`src/rtl/sid_table_sched.sv`:
```
// rtl/sid_table_sched.sv - time-multiplexed SID waveform/filter/DAC table lookup sequencer
module sid_table_sched #(
  parameter int  DUAL    = 1,
  parameter int  TBL_LAT = 2,
  localparam int N       = (DUAL != 0) ? 2 : 1
) (
  input  logic              clk,
  input  logic              reset_n,
  input  logic              ce_1m,
  input  logic [36*N-1:0]   acc_ps_in,
  input  logic [36*N-1:0]   acc_t_in,
  input  logic [11*N-1:0]   fc_in,
  input  logic [8*N-1:0]    vol_in,
  input  logic [N-1:0]      mode_in,
  input  logic [2*N-1:0]    cfg_in,
  output logic [11:0]       tbl_acc_ps,
  output logic [11:0]       tbl_acc_t,
  output logic [10:0]       tbl_fc,
  output logic [1:0]        tbl_cfg,
  output logic [7:0]        tbl_dac_addr,
  output logic              tbl_mode,
  input  logic [31:0]       tbl_wave,
  input  logic [17:0]       tbl_f0,
  input  logic [17:0]       tbl_dac,
  output logic [96*N-1:0]   wave_out,
  output logic [18*N-1:0]   f0_out,
  output logic [18*N-1:0]   dac_out,
  output logic              busy,
  output logic              done,
  output logic              overrun,
  input  logic              overrun_clr
);
  localparam int         S     = 4 * N;
  localparam int         WW    = 96 * N;
  localparam int         FW    = 18 * N;
  localparam logic [3:0] LAT_C = 4'(TBL_LAT);
  localparam logic [3:0] SL_C  = 4'(S - 1);

  typedef enum logic [1:0] {S_IDLE, S_RUN, S_COMMIT} state_t;

  state_t            r_state;
  logic [3:0]        r_cnt;
  logic [36*N-1:0]   r_snap_ps, r_snap_t;
  logic [11*N-1:0]   r_snap_fc;
  logic [8*N-1:0]    r_snap_vol;
  logic [N-1:0]      r_snap_mode;
  logic [2*N-1:0]    r_snap_cfg;
  logic [WW-1:0]     r_sh_wave;
  logic [FW-1:0]     r_sh_f0, r_sh_dac;

  logic              w_idle, w_run, w_pen, w_cap, w_last, w_cfilt;
  logic [3:0]        w_pslot, w_cidx, w_pvi, w_cvi;
  logic [1:0]        w_pchip, w_cchip;
  logic [8:0]        w_wsh;
  logic [7:0]        w_fsh;
  logic [36*N-1:0]   w_src_ps, w_src_t;
  logic [11*N-1:0]   w_src_fc;
  logic [8*N-1:0]    w_src_vol;
  logic [N-1:0]      w_src_mode;
  logic [2*N-1:0]    w_src_cfg;
  logic [11:0]       w_sel_ps, w_sel_t;
  logic [10:0]       w_sel_fc;
  logic [7:0]        w_sel_vol;
  logic [1:0]        w_sel_cfg;
  logic              w_sel_mode;
  logic [WW-1:0]     w_wave_nx;
  logic [FW-1:0]     w_f0_nx, w_dac_nx;

  // Slot addressing and result capture; slot 0 is fed straight from the inputs on the start edge
  always_comb begin
    w_idle     = (r_state == S_IDLE);
    w_run      = (r_state == S_RUN);
    w_src_ps   = w_idle ? acc_ps_in : r_snap_ps;
    w_src_t    = w_idle ? acc_t_in  : r_snap_t;
    w_src_fc   = w_idle ? fc_in     : r_snap_fc;
    w_src_vol  = w_idle ? vol_in    : r_snap_vol;
    w_src_mode = w_idle ? mode_in   : r_snap_mode;
    w_src_cfg  = w_idle ? cfg_in    : r_snap_cfg;

    w_pslot    = w_idle ? 4'd0 : r_cnt + 4'd1;
    w_pen      = (w_idle && ce_1m) || (w_run && (r_cnt < SL_C));
    w_pchip    = w_pslot[3:2];
    w_pvi      = 4'(w_pchip) * 4'd3 + 4'(w_pslot[1:0]);
    w_sel_ps   = 12'(w_src_ps >> (8'(w_pvi) * 8'd12));
    w_sel_t    = 12'(w_src_t >> (8'(w_pvi) * 8'd12));
    w_sel_fc   = 11'(w_src_fc >> (8'(w_pchip) * 8'd11));
    w_sel_vol  = 8'(w_src_vol >> {w_pchip, 3'b000});
    w_sel_cfg  = 2'(w_src_cfg >> {w_pchip, 1'b0});
    w_sel_mode = 1'(w_src_mode >> w_pchip);

    // Result of slot k arrives TBL_LAT cycles after it was presented
    w_cidx     = r_cnt - LAT_C;
    w_cap      = w_run && (r_cnt >= LAT_C) && (w_cidx <= SL_C);
    w_last     = w_cap && (w_cidx == SL_C);
    w_cchip    = w_cidx[3:2];
    w_cfilt    = &w_cidx[1:0];
    w_cvi      = 4'(w_cchip) * 4'd3 + 4'(w_cidx[1:0]);
    w_wsh      = {w_cvi, 5'b00000};
    w_fsh      = 8'(w_cchip) * 8'd18;

    w_wave_nx  = r_sh_wave;
    w_f0_nx    = r_sh_f0;
    w_dac_nx   = r_sh_dac;
    if (w_cap && !w_cfilt) begin
      w_wave_nx = (r_sh_wave & ~(WW'(32'hFFFF_FFFF) << w_wsh)) | (WW'(tbl_wave) << w_wsh);
    end
    if (w_cap && w_cfilt) begin
      w_f0_nx  = (r_sh_f0 & ~(FW'(18'h3FFFF) << w_fsh)) | (FW'(tbl_f0) << w_fsh);
      w_dac_nx = (r_sh_dac & ~(FW'(18'h3FFFF) << w_fsh)) | (FW'(tbl_dac) << w_fsh);
    end
  end

  // Sequencer FSM; committed outputs load on the edge into COMMIT so they are valid while done is high
  always_ff @(posedge clk or negedge reset_n) begin
    if (!reset_n) begin
      r_state      <= S_IDLE;
      r_cnt        <= '0;
      r_snap_ps    <= '0;
      r_snap_t     <= '0;
      r_snap_fc    <= '0;
      r_snap_vol   <= '0;
      r_snap_mode  <= '0;
      r_snap_cfg   <= '0;
      r_sh_wave    <= '0;
      r_sh_f0      <= '0;
      r_sh_dac     <= '0;
      tbl_acc_ps   <= '0;
      tbl_acc_t    <= '0;
      tbl_fc       <= '0;
      tbl_cfg      <= '0;
      tbl_dac_addr <= '0;
      tbl_mode     <= 1'b0;
      wave_out     <= '0;
      f0_out       <= '0;
      dac_out      <= '0;
      busy         <= 1'b0;
      done         <= 1'b0;
      overrun      <= 1'b0;
    end else begin
      done <= 1'b0;
      if (!w_idle && ce_1m) begin
        overrun <= 1'b1;
      end else if (overrun_clr) begin
        overrun <= 1'b0;
      end

      if (w_pen) begin
        tbl_mode <= w_sel_mode;
        if (&w_pslot[1:0]) begin
          tbl_fc       <= w_sel_fc;
          tbl_cfg      <= w_sel_cfg;
          tbl_dac_addr <= w_sel_vol;
        end else begin
          tbl_acc_ps   <= w_sel_ps;
          tbl_acc_t    <= w_sel_t;
        end
      end

      r_sh_wave <= w_wave_nx;
      r_sh_f0   <= w_f0_nx;
      r_sh_dac  <= w_dac_nx;

      case (r_state)
        S_IDLE: begin
          if (ce_1m) begin
            r_snap_ps   <= acc_ps_in;
            r_snap_t    <= acc_t_in;
            r_snap_fc   <= fc_in;
            r_snap_vol  <= vol_in;
            r_snap_mode <= mode_in;
            r_snap_cfg  <= cfg_in;
            r_cnt       <= '0;
            busy        <= 1'b1;
            r_state     <= S_RUN;
          end
        end
        S_RUN: begin
          r_cnt <= r_cnt + 4'd1;
          if (w_last) begin
            wave_out <= w_wave_nx;
            f0_out   <= w_f0_nx;
            dac_out  <= w_dac_nx;
            done     <= 1'b1;
            r_state  <= S_COMMIT;
          end
        end
        S_COMMIT: begin
          busy    <= 1'b0;
          r_state <= S_IDLE;
        end
        default: begin
          busy    <= 1'b0;
          r_state <= S_IDLE;
        end
      endcase
    end
  end
endmodule
```
`config.mk`:
```
export PLATFORM = sky130hd
export DESIGN_NAME = sid_table_sched
export DESIGN_NICKNAME = d
export VERILOG_FILES = /design/src/rtl/sid_table_sched.sv
export SDC_FILE = /design/constraint.sdc
export NUM_CORES = 1
export LEC_CHECK = 0
export ABC_AREA = 1
export BUFFER_PORTS_ARGS = -buffer_cell sky130_fd_sc_hd__buf_2
export CORE_UTILIZATION = 51
export CTS_CLUSTER_DIAMETER = 50
export DETAILED_ROUTE_END_ITERATION = 6
export GPL_ROUTABILITY_DRIVEN = 0
export GPL_TIMING_DRIVEN = 0
export HOLD_SLACK_MARGIN = 0.06
export PLACE_DENSITY = 0.79
export SLEW_MARGIN = 20
export SYNTH_ARGS = -nofsm -noshare
export SYNTH_HDL_FRONTEND = slang
export SYNTH_SLANG_ARGS = --single-unit
```
`constraint.sdc`:
```
create_clock -name clk -period 3.6 [get_ports clk]
set_clock_uncertainty 0.05 [all_clocks]
set_input_delay 0.72 -clock clk [delete_from_list [all_inputs] [get_ports clk]]
set_output_delay 0.72 -clock clk [all_outputs]
set_load 0.01 [all_outputs]
```
; After elaboration in Yosys (flattened, before gate mapping)
; Index checks and enable logic that the tools add are counted.
[op_classes]
n_addsub = 4
multipliers = 5
div = 0
n_lt_le_gt_ge = 3
eq_ne = 4
shifts = 11
n_mux = 21
bitwise = 10
n_reduce_logical = 23
[op_table]
columns = operator, count
row1 = $and 192x192->192, 1
row2 = $mux 192, 1
row3 = $not 192->192, 1
row4 = $or 192x192->192, 1
row5 = $shl 32x9->192, 1
row6 = $shl 32x9->192 const A, 1
row7 = $mux 72, 2
row8 = $shr 72x8->12, 2
row9 = $and 36x36->36, 2
row10 = $mux 36, 2
row11 = $or 36x36->36, 2
row12 = $shl 18x7->36, 2
row13 = $not 36->36, 1
row14 = $shl 18x7->36 const A, 1
row15 = $mux 22, 1
row16 = $shr 22x6->11, 1
row17 = $mux 16, 1
row18 = $reduce_and 2->1, 8
row19 = $shr 16x5->8, 1
row20 = $mul 2x4->6 const B, 2
row21 = $mux 4, 3
row22 = $add 4x2->4, 2
row23 = $logic_and 1x1->1, 8
row24 = $mul 2x2->4 const B, 2
row25 = other kinds (23), 32
[word_totals]
register_bits = 771
latch_bits = 0
ram_bits = 0
mem_bits_ro = 0
input_bits = 260
out_inout_bits = 313
elab_cells = 104
n_memories = 0

; Longest topological paths before layout
; Gate-level depths: netlist of the first run.
[logic_depth]
ltp_word = 8
ltp_mapped = 19

; Least setup slack after synthesis of the first run
; Ideal clock, no wire load.
[synth_timing]
path_type = register to register
from = register r_cnt[1]
to = register r_sh_wave[104]
t_arrival_ns = 3.412
setup_slack_ns = 0.008
stages_incl_launch_ff = 18
n_path_buf = 2
synth_period_minus_slack_ns = 3.592
path_cell_list = dfrtp_1 -> inv_1 -> ha_1 -> inv_1 -> nand2_1 -> nand2_1 -> ha_1 -> xnor2_1 -> ha_1 -> inv_1 -> fa_1 -> nand2_1 -> nor3_1 -> nand3_1 -> buf_2 -> buf_1 -> nand2_1 -> o21ai_0
[synth_via]
elab_chain_cells = 8
word_cells_on_any_way = 16
[synth_rtl]
columns = item, line_no
row1 = from (decl), 42  ; logic [3:0] r_cnt;
row2 = from (signal assigned), 178  ; r_cnt <= r_cnt + 4'd1;
row3 = $sub 4x2->4, 92  ; w_cidx = r_cnt - LAT_C;
row4 = $mul 2x2->4, 97  ; w_cvi = 4'(w_cchip) * 4'd3 + 4'(w_cidx[1:0]);
row5 = $add 4x2->4, 97
row6 = $shl 32x9->192, 105  ; w_wave_nx = (r_sh_wave & ~(WW'(32'hFFFF_FFFF) << w_wsh)) | (WW'(tbl_wave) << w_wsh);
row7 = $not 192->192, 105
row8 = $and 192x192->192, 105
row9 = $or 192x192->192, 105
row10 = $mux 192 (*), 104  ; if (w_cap && !w_cfilt) begin
row11 = via w_wave_nx[104], 66  ; logic [WW-1:0] w_wave_nx;
row12 = to (signal assigned), 159  ; r_sh_wave <= w_wave_nx;
row13 = to (decl), 48  ; logic [WW-1:0] r_sh_wave;
; Mark *: on every way through the listed nets, which the timed path passes. The rest lies on a longest branch.
; A chain may end at the register's enable or synchronous reset.

; Final worst setup path of the first run
[layout_timing]
from = register r_cnt[0]
to = register tbl_acc_ps[4]
[layout_via]
elab_chain_cells = 6
word_cells_on_any_way = 12
[layout_rtl]
columns = item, line_no
row1 = $add 4x1->4, 80  ; w_pslot = w_idle ? 4'd0 : r_cnt + 4'd1;
row2 = $mux 4, 80
row3 = $mul 2x2->4, 83  ; w_pvi = 4'(w_pchip) * 4'd3 + 4'(w_pslot[1:0]);
row4 = $add 4x2->4, 83
row5 = $mul 4x2->6, 84  ; w_sel_ps = 12'(w_src_ps >> (8'(w_pvi) * 8'd12));
row6 = $shr 72x8->12, 84
row7 = to (signal assigned), 154  ; tbl_acc_ps <= w_sel_ps;
row8 = to (decl), 16  ; output logic [11:0] tbl_acc_ps,
; Several ways; a longest one is shown, not always the timed one.

==> results of run 1 <==
critical path: stages, from the launching register on:
cell	delay, ns
dfrtp_2	0.48
ha_1	0.23
or2_2	0.29
nand3_2	0.21
inv_1	0.16
xor2_1	0.19
ha_1	0.30
ha_2	0.50
buf_1	0.54
nand3_1	0.19
nand3_1	0.17
nand3_1	0.08
nand2_1	0.08
per-layer routing:
metal  global-route usage, %  routed length, microns  part of all wire [%]  up-vias
met5                    1.14                     230                  0.19        -
met4                    21.6                    8190                   6.8       20
met3                    10.9                   14200                    12      475
met2                    52.7                   52700                    44     1991
met1                    45.2                   45300                    38    15400
li1                        -                       -                     -    14300
cell type report:
cell class	count	area (sq um)	area share, %
tap	855	1070	2.59
timing repair buffer	595	3220	7.80
sequential	755	18900	45.8
buffer	277	1230	2.98
multi-input combinational	2767	13100	31.7
clock buffer	119	2500	6.07
inverter	196	744	1.81
clock inverter	44	454	1.10
antenna	27	67.6	0.164
worst paths after layout:
| check | from | endpoint | slack, ns |
|---|---|---|---|
| max in group asynchronous | reset_n | r_sh_f0[34] | 1.24 |
| worst max-delay path | r_cnt[0] | tbl_acc_ps[4] | 0.03 |
| worst min register to register | f0_out[5] | f0_out[5] | 0.42 |
| worst max register to register | r_cnt[0] | tbl_acc_ps[4] | 0.03 |
| worst min-delay path | fc_in[17] | r_snap_fc[17] | 0.25 |
| min in group asynchronous | reset_n | r_snap_ps[15] | 0.54 |
layout by cell type (no fill, tap or decap), drive strengths merged, types with 3 or more instances in the layout:
cell,netlist,layout
nand2,1722,1722
o211ai,23,23
nand3,288,288
clkinvlp,0,5
clkinv,4,21
nand4,197,197
dfrtp,755,755
inv,192,212
buf,95,691
xor2,3,3
ha,13,13
diode,0,27
a21oi,8,8
clkbuf,188,299
nand3b,12,12
nor3,4,4
o31ai,32,32
mux2,119,119
o21ai,251,251
o22ai,6,6
nor2,81,81
power breakdown:
part           switching (mW)  total [mW]  leakage (nW)  internal (mW)
clock                    3.92        9.06          1.45           5.14
sequential               2.31        14.9          9.27           12.5
combinational            19.1        27.8          11.0           8.74
cells by family (layout without fill, tap and decap cells):
group / count (synthesis) / in the layout / share of synthesized area (%)
and+or+nand+nor: 2306 / 2306 / 28.4
xor gates and xnor gates: 5 / 5 / 0.130
AOI/OAI and AO/OA: 322 / 322 / 5.26
DFF: 755 / 755 / 56.0
other: 0 / 27 / 0
muxes: 119 / 119 / 3.97
adders and majority gates: 15 / 15 / 0.601
buffers and inverters: 479 / 1231 / 5.60
through the flow:
stage | cells | utilization (%) | hold WS [ns]
floorplan | 4001 | - | 0.374
global placement | 5428 | 58.0 | 0.403
detailed placement | 5436 | 58.3 | 0.408
CTS | 5603 | 63.1 | 0.192
global route | 5628 | 63.5 | 0.239
finish | 5635 | 63.5 | 0.246
registers in the layout, indices dropped and copies added (netlist names), 28 cells and up:
signal / flops
f0_out: 36
r_sh_wave: 192
r_snap_ps: 72
dac_out: 36
r_sh_dac: 28
wave_out: 192
r_snap_t: 72
r_sh_f0: 28
repair_timing:
action,CTS,global route
setup endpoints to repair,536,420
gates resized for setup,41,67
pin swaps,3,2
cloned,0,1
buffers inserted,7,6
hold buffers,1,0
hold endpoints to repair,50,0
==> impl_metrics.ini, run 1 <==
[timing]
slew_headroom_pct = 33.0
slew_violations = 0
fin_crit_ns = 3.57
setup_violations = 0
finalCritPeriodShare_pct = 99.3
max_freq_mhz = 280
fin_ws_ns = 0.0263
setup_tns_ns = 0
tightestPinTransition_ns = 1.00
hold_viol_final = 0

[floorplan]
fp.dieW_microns = 259
start_util_pct = 51.9
io_pins = 573
rows = 93
die_y_microns = 259
core_sq_um = 64900
dieArea_sq_um = 67200

[drt]
ant_nets = 0
vias_per_cell = 5.72
vias = 32200
drt_iter0_drc = 3860
first_pass_iters = 7
routed_wl_microns = 121000
routedWlPerCell_microns = 21.4
drc_errors = 2

[synthesis]
synth_edf_count = 0
synth_seq_cells = 755
syn_nets = 4276
ys_top_cells_by_count = nand2_1, dfrtp_1, nand3_1
synth_cells = 4001
synth_warnings = 0
yosysTopAreaCell = dfrtp_1
seq_area_frac_synth_pct = 56.0
netlist_area_sq_um = 33700
synthArstFlopShare_pct = 100
synth_cell_types = 32
synthTopCellsByArea = dfrtp_1, nand2_1, nand3_1
ys.flop_type = dfrtp_1
yosysMostFrequentCell = nand2_1
syn_avg_cell_area_sq_um = 8.43
synth_top_area_share_pct = 56.0

[place]
place.port_buffers = 572
placed_cell_area_sq_um = 37900
hpwlAfterDp_microns = 85600
dp_worst_setup_slack_ns = -1.23

[clock_tree]
clk_path_buf_depth = 3
clk_pin_slew_ns = 0.06
cts-root-buf = clkbuf_16
htree_levels = 3
cts_inserted_buffers = 90
insertion_delay_ns = 0.66
cts_tree = built
cts.sink_count = 755

[power]
ir_worst_vdd_uv = 747
pwr_density_cell_nw_per_um2 = 1250
p_leak_nw = 21.8
total_power_mw = 51.7

[global_route]
grt_max_degree = 105
antenna_found_initial = 33
grt_pass1_wl_microns = 179000
track_usage_pct = 35.4
grt_pass1_vias = 30600
overflow = 0

[setup_path]
endpoint_kind = flip-flop
crit_required_ns = 4.13
crit_type = flip-flop to flip-flop
critPathMaxFanout = 10
reg2regPathDepth = 12
critPathArrivalTime_ns = 4.10
cp-start-kind = flip-flop

[final_layout]
syn2layout_area_growth_pct = 22.3
fillers = 5346
layout.nets = 4957
drive_gt1_share_pct = 21.0
design_area_sq_um = 41200

[hold_path]
hold_depth = 2
hold_path_class = input pin to flip-flop

[run]
maxCapViolCount = 0

[outcome]
status = complete, but fails checks
violations = design-rule violations
Note: power is estimated with default switching activity, not from simulation.
==> inputs of run 2 (changes only) <==
--- a/config.mk
+++ b/config.mk
@@ -13,7 +13,7 @@
 export GPL_ROUTABILITY_DRIVEN = 0
 export GPL_TIMING_DRIVEN = 0
 export HOLD_SLACK_MARGIN = 0.06
-export PLACE_DENSITY = 0.79
+export PLACE_DENSITY = 0.76
 export SLEW_MARGIN = 20
 export SYNTH_ARGS = -nofsm -noshare
 export SYNTH_HDL_FRONTEND = slang
==> constraint.sdc (replaced) <==
create_clock -name clk -period 3.61 [get_ports clk]
set_clock_uncertainty 0.05 [all_clocks]
set_input_delay 0.722 -clock clk [delete_from_list [all_inputs] [get_ports clk]]
set_output_delay 0.722 -clock clk [all_outputs]
set_load 0.01 [all_outputs]
==> impl_metrics.ini, run 2 (synthesis results as in run 1) <==
[hold_path]
hold_depth = 2
hold_path_class = input pin to flip-flop
hold_start = overrun_clr
whs_endpoint = overrun

[global_route]
overflow = 0
grt_pass1_vias = 30500
track_usage_pct = 34.9
grt_max_degree = 99
grt_pass1_wl_microns = 178000
antenna_found_initial = 32

[power]
p_leak_nw = 21.9
ir_worst_vdd_uv = 835
pwr_density_cell_nw_per_um2 = 1250

[clock_tree]
htree_levels = 3
cts_tree = built
cts-root-buf = clkbuf_16
insertion_delay_ns = 0.65
cts_inserted_buffers = 89
clk_path_buf_depth = 3
cts.sink_count = 755
clk_pin_slew_ns = 0.06

[drt]
first_pass_iters = 6
drc_errors = 0
ant_nets = 0
drt_iter0_drc = 3702
routedWlPerCell_microns = 20.8
routed_wl_microns = 118000
vias = 31700
vias_per_cell = 5.61

[timing]
hold_viol_final = 0
slew_headroom_pct = 35.2
hold-worst-slack_ns = 0.228
rsz0062_at_grt = yes
fin_crit_ns = 3.54
tightestPinTransition_ns = 0.973
finalCritPeriodShare_pct = 98.0
setup_violations = 0
max_freq_mhz = 283
slew_violations = 0

[final_layout]
layout_common_cells = nand2_1, dfrtp_1, buf_2
fillers = 5447
stdcell_count = 5645
final_common_cell = nand2_1
layout.nets = 4963
seqCellArea_sq_um = 18900
utilization_pct = 63.9
syn2layout_area_growth_pct = 23.1
reg_top3 = r_sh_wave: 192 flops, wave_out: 192 flops
drive_gt1_share_pct = 21.5
multi_input_area_sq_um = 13100

[setup_path]
critPathMaxFanout = 10
critical_path.slowest_cell = fa_2
cp-start-kind = flip-flop
crit_type = flip-flop to flip-flop
r2r_end = tbl_acc_t[10]
endpoint_kind = flip-flop
r2r_start = r_cnt[1]
reg2regPathDepth = 15
cpPeakStageDelay_ns = 0.59
cpLargestDelayFamily = adder cells
crit_required_ns = 4.09
critPathArrivalTime_ns = 4.02
crit_chain = buf_4, ha_1, or2_2, nand3_4, inv_1, xor2_1, ha_1, ha_2, inv_1, fa_2, buf_12, clkbuf_4, nand3_1, nand3_1, nand2_1
worst-path-buf-inv = 5
rrSetupSlack_ns = 0.07

[floorplan]
fp.dieW_microns = 259
rows = 93
io_pins = 573
start_util_pct = 51.9
core_sq_um = 64900
die_y_microns = 259
dieArea_sq_um = 67200

[place]
place.port_buffers = 572
dp_cells = 5437
hpwlAfterDp_microns = 85100

[run]
maxCapViolCount = 0

[outcome]
status = completed
## run 2: where the power goes
group | internal, mW | switching (mW) | leakage [nW]
logic | 8.88 | 19.0 | 11.1
clock network | 5.45 | 3.89 | 1.49
registers | 12.5 | 2.29 | 9.27
## run 2: cell type report
cell class / instances / share of cell area (%)
flip-flops and latches: 755 / 45.5
multi-input cells: 2767 / 31.6
repair buffers: 604 / 7.99
clock buffers: 110 / 5.85
plain buffers: 275 / 2.91
well taps: 855 / 2.58
inverters: 196 / 1.81
clock inverters: 53 / 1.57
diodes: 30 / 0.181
## run 2: routing by layer
layer	part of all wire (%)	GRT usage [%]	vias up
li1	-	-	14400
met1	39	46.0	15200
met2	44	52.3	1668
met3	9.9	8.71	379
met4	6.5	20.3	10
met5	0.046	0	-
## run 2: stage by stage
step,area [sq um],power [mW],TNS (ns),setup slack [ns]
floorplan,33700,31.1,0,0.0181
global placement,37700,39.7,-,-14.34
detailed placement,37900,40.4,-403.71,-1.29
CTS,41200,50.6,0,0.000369
global route,41500,55.4,-0.117,-0.0255
finish,41500,52.0,0,0.0705
## run 2: how the worst max path moves through the flow
stage / startpoint / to / slack, ns / cells after the start
after floorplan: r_cnt[1] / r_sh_wave[104] / 0.02 / 17
after global placement: reset_n / f0_out[15] / -14.34 / 1
after detailed placement: r_cnt[1] / r_sh_wave[68] / -1.29 / 18
after CTS: r_state[0] / tbl_acc_t[9] / 0.0004 / 14
after global routing: r_cnt[1] / tbl_acc_t[10] / -0.03 / 15
final: r_cnt[1] / tbl_acc_t[10] / 0.07 / 15
## run 2: repair_timing
item,4_1_cts,5_1_grt
pin swaps,6,10
gates cloned,0,1
endpoints found under the setup margin,536,426
setup buffers,12,9
hold buffers,1,0
gates resized for setup,46,82
hold endpoints to repair,71,0
